`src/rtl/sreg_ctrl.sv`:
```
// sreg_ctrl: paces ce pulses and tracks per-stage validity for an external DEPTH-stage shift register
module sreg_ctrl #(
  parameter int DEPTH = 4,
  parameter int DW = 4,
  parameter int GAP = 3
) (
  input  logic                       clk,
  input  logic                       rst,
  input  logic                       s_valid,
  output logic                       s_ready,
  input  logic [DW-1:0]              s_data,
  output logic                       m_valid,
  input  logic                       m_ready,
  output logic [DW-1:0]              m_data,
  input  logic                       flush,
  output logic                       busy,
  output logic [$clog2(DEPTH+1)-1:0] occupancy,
  output logic                       sreg_ce,
  output logic [DW-1:0]              sreg_din,
  input  logic [DW-1:0]              sreg_dout
);
  localparam int OW = $clog2(DEPTH+1);
  localparam int GW = GAP > 0 ? $clog2(GAP+1) : 1;
  typedef enum logic {RUN, FLUSH} state_t;
  state_t state, state_n;
  logic [DEPTH-1:0] vld, vld_n;
  logic [GW-1:0] gap_cnt;
  logic can_shift, push, bubble, pop;
  always_ff @(posedge clk) state <= rst ? RUN : state_n;
  always_comb state_n = state == RUN ? (flush ? FLUSH : RUN) : (vld_n == '0 ? RUN : FLUSH);
  always_comb begin
    can_shift = gap_cnt == '0 && (!vld[DEPTH-1] || m_ready);
    s_ready = !rst && state == RUN && can_shift && !flush;
    push = s_valid && s_ready;
    bubble = !rst && state == FLUSH && can_shift && vld != '0;
    sreg_ce = push || bubble;
    sreg_din = push ? s_data : '0;
    pop = vld[DEPTH-1] && m_ready;
    vld_n = sreg_ce ? (vld << 1) | DEPTH'(push) : pop ? vld & ~(DEPTH'(1) << (DEPTH-1)) : vld;
  end
  assign m_valid = vld[DEPTH-1];
  assign m_data = sreg_dout;
  assign busy = state != RUN || vld != '0;
  always_ff @(posedge clk)
    if (rst) begin
      vld <= '0;
      gap_cnt <= '0;
      occupancy <= '0;
    end else begin
      vld <= vld_n;
      gap_cnt <= sreg_ce ? GW'(GAP) : gap_cnt - GW'(gap_cnt != '0);
      occupancy <= OW'($countones(vld_n));
    end
endmodule

```
`config.mk`:
```
export PLATFORM = sky130hd
export DESIGN_NAME = sreg_ctrl
export DESIGN_NICKNAME = d
export VERILOG_FILES = /design/src/rtl/sreg_ctrl.sv
export SDC_FILE = /design/constraint.sdc
export NUM_CORES = 1
export LEC_CHECK = 0
export CAP_MARGIN = 10
export CORE_MARGIN = 4
export CORE_UTILIZATION = 37
export CTS_BUF_LIST = sky130_fd_sc_hd__clkbuf_8
export DETAILED_ROUTE_END_ITERATION = 16
export PLACE_DENSITY = 0.82
export RECOVER_POWER = 25
export SYNTH_ARGS = -nofsm -noshare
export SYNTH_HDL_FRONTEND = slang
export SYNTH_SLANG_ARGS = --single-unit
```
`constraint.sdc`:
```
create_clock -name clk -period 2.2 [get_ports clk]
set_input_delay 0.44 -clock clk [delete_from_list [all_inputs] [get_ports clk]]
set_output_delay 0.44 -clock clk [all_outputs]
set_load 0.05 [all_outputs]
```
==> flow_metrics.env <==
export IMPL_synth_nets=78
export IMPL_cts_sinks=10
export IMPL_p_sw_mw=0.182
export IMPL_critPathMaxFanout=5
export IMPL_finalClockSkew_ps=1.25
export IMPL_seq_area_frac_synth_pct=33.8
export IMPL_cp_end_kind="flop"
export IMPL_combPwrFrac_pct=32.2
export IMPL_grt_max_degree=12
export IMPL_finalHoldViolCount=0
export IMPL_dp_cells=100
export IMPL_fin_hold_ws_ps=507
export IMPL_clkPwrFrac_pct=33.3
export IMPL_row_count=14
export IMPL_final_setup_viol_count=0
export IMPL_pwr_share_seq_pct=34.5
export IMPL_insertion_delay_ps=240
export IMPL_numCtsBuffers=3
export IMPL_cts_tree="built"
export IMPL_cts_hold_fix_buffers=0
export IMPL_cap_viol_max_count=0
export IMPL_synth_seq_cells=10
export IMPL_cp_cell_sequence="nor3_4, o211ai_2, mux2i_2, fa_1, ha_2, ha_4, nor2b_4"
export IMPL_clock_root_buffer="clkbuf_8"
export IMPL_die_h_um=48.0
export IMPL_hold_class="reg -> reg"
export IMPL_intPower_mw=0.401
export IMPL_finalCritPeriodShare_pct=98.9
export IMPL_syn_area_um2=592
export IMPL_p_leak_nw=0.466
export IMPL_port_buffers=19
export IMPL_drtIter0Drc=9
export IMPL_crit_slowest_cell="fa_1"
export IMPL_drive_above_1_share_pct=50.5
export IMPL_maxClockFrequency_ghz=0.460
export IMPL_cp_arrival_ps=2310
export IMPL_drc_errors=0
export IMPL_drtAntennaViolNets=0
export IMPL_die_width_um=48.0
export IMPL_slew_violations=0
export IMPL_dieArea_mm2=0.00230
export IMPL_grt_pass1_wl_um=2900
export IMPL_synth_distinct_cells=27
export IMPL_synthCells=62
export IMPL_cp_required_ps=2330
export IMPL_powerDensity_mw_per_mm2=536
export IMPL_start_kind="flop"
export IMPL_ys_warnings_count=0
export IMPL_fin_nets=112
export IMPL_min_period_ps=2180
export IMPL_crit_type="reg -> reg"
export IMPL_switching_share_pct=31.2
export IMPL_hpwl_um=1170
export IMPL_ios=28
export IMPL_ir_drop_v=0.000516
export IMPL_slew_headroom_pct=65.5
export IMPL_status="finished clean"
export IMPL_initial_utilization_pct=39.3
export IMPL_tightest_slew_ps=516
export IMPL_grt_use_total_pct=18.8
export IMPL_synthToLayoutAreaGrowth_pct=83.7
export IMPL_antenna_found_initial=0
export IMPL_rsz0062_at_grt="yes"
export IMPL_wire_per_inst_um=17.9
export IMPL_htreeDepth=1
export IMPL_clk_pin_slew_ps=50
export IMPL_overflow=0
export IMPL_drtPass1Iterations=4
export IMPL_vias=608
export IMPL_grt_pass1_vias=647
export IMPL_p_total_mw=0.582
export IMPL_drt_wl_total_um=1980
export IMPL_cts_path_max_buffers=2
export IMPL_gp_congestion=0.797
export IMPL_vias_per_cell=5.48
export IMPL_fin_cells=111
export IMPL_diodes=0
export IMPL_coreArea_mm2=0.00151
export IMPL_critPathMaxStageDelay_ps=460
export IMPL_final_setup_tns_ps=0
export IMPL_avgSynthCellArea_um2=9.55
## metal layers
layer  GRT usage [%]  wire (um)
met5               0          0
met4            6.99         31
met3            6.77         86
met1            18.7        792
met2            35.1       1070
## layout by cell type (no fill, tap or decap), drive strengths merged, types with 4 or more instances in the layout
cell type,count
dfxtp,10
clkbuf,4
nor2b,4
nand2,6
clkdlybuf4s50,8
buf,25
inv,5
## power by group through the flow
stage	sequential, mW	clock, mW	combinational [mW]
floorplan	0.207	0	0.100
global placement	0.202	0	0.155
detailed placement	0.202	0	0.159
CTS	0.199	0.203	0.174
global route	0.201	0.209	0.198
finish	0.201	0.194	0.188
## final timing paths
path,start,slack (ps),endpoint,depth (start not counted)
worst max-delay path,gap_cnt[0],20,occupancy[1],7
worst min-delay path,gap_cnt[1],510,gap_cnt[0],2
worst max register to register,gap_cnt[0],20,occupancy[1],7
worst min register to register,gap_cnt[1],510,gap_cnt[0],2
## worst max-delay path, delay by kind of cell (launching register included)
family,cells,cell delay (ps)
flops,1,350
simple gates,2,420
compound gates,1,180
mux,1,240
fa+ha+maj,3,870
## metrics by stage
stage	setup slack (ps)	util (%)	cell area (um2)
after global routing	-52.3	72.2	1090
after global placement	-417	60.3	908
after floorplan	3.88	-	612
after CTS	18.2	69.8	1050
after detailed placement	-499	60.3	908
final	24.1	72.2	1090
## kinds of logic after synthesis
kind of cell,share of synthesized area [%]
mux,5.07
fa+ha+maj,7.61
flops,33.8
simple gates,27.3
buf+inv,9.94
compound gates,16.3
## flip-flops by register name (all words and copies together) (netlist names)
name,count
vld,4
gap_cnt,2
state,1
occupancy,3
## Yosys cell counts
master / instances / area, um2
nor4_1: 1 / 6.26
ha_1: 2 / 25.0
buf_4: 4 / 30.0
inv_1: 4 / 15.0
o211ai_1: 2 / 15.0
buf_2: 2 / 10.0
and4bb_2: 3 / 37.5
o32ai_1: 2 / 17.5
nand2_1: 6 / 22.5
nor3b_1: 1 / 7.51
fa_1: 1 / 20.0
o211a_1: 1 / 10.0
nor3_1: 2 / 10.0
nand2b_1: 1 / 6.26
dfxtp_1: 10 / 200
nor2b_1: 3 / 18.8
o41a_1: 1 / 11.3
clkbuf_1: 1 / 3.75
nand3b_1: 1 / 7.51
a31oi_1: 2 / 12.5
o211ai_2: 1 / 12.5
nor2_1: 3 / 11.3
nor2b_2: 1 / 8.76
nor3_4: 1 / 16.3
or3b_2: 1 / 8.76
a311oi_1: 2 / 17.5
mux2i_1: 3 / 30.0
## cell type report
cell class | count | area, um2
Clock buffer | 3 | 41.3
Multi-Input combinational cell | 41 | 429
Timing Repair Buffer | 36 | 370
Sequential cell | 10 | 208
Inverter | 4 | 15.0
Fill cell | 107 | 419
Tap cell | 16 | 20.0
Clock inverter | 1 | 3.75
## repair_timing
item,4_1_cts,5_1_grt
gates cloned,0,0
endpoints found under the setup margin,8,2
pin swaps,5,6
buffers inserted,4,3
resized for setup,18,9
Power figures use the tool's default switching activity.
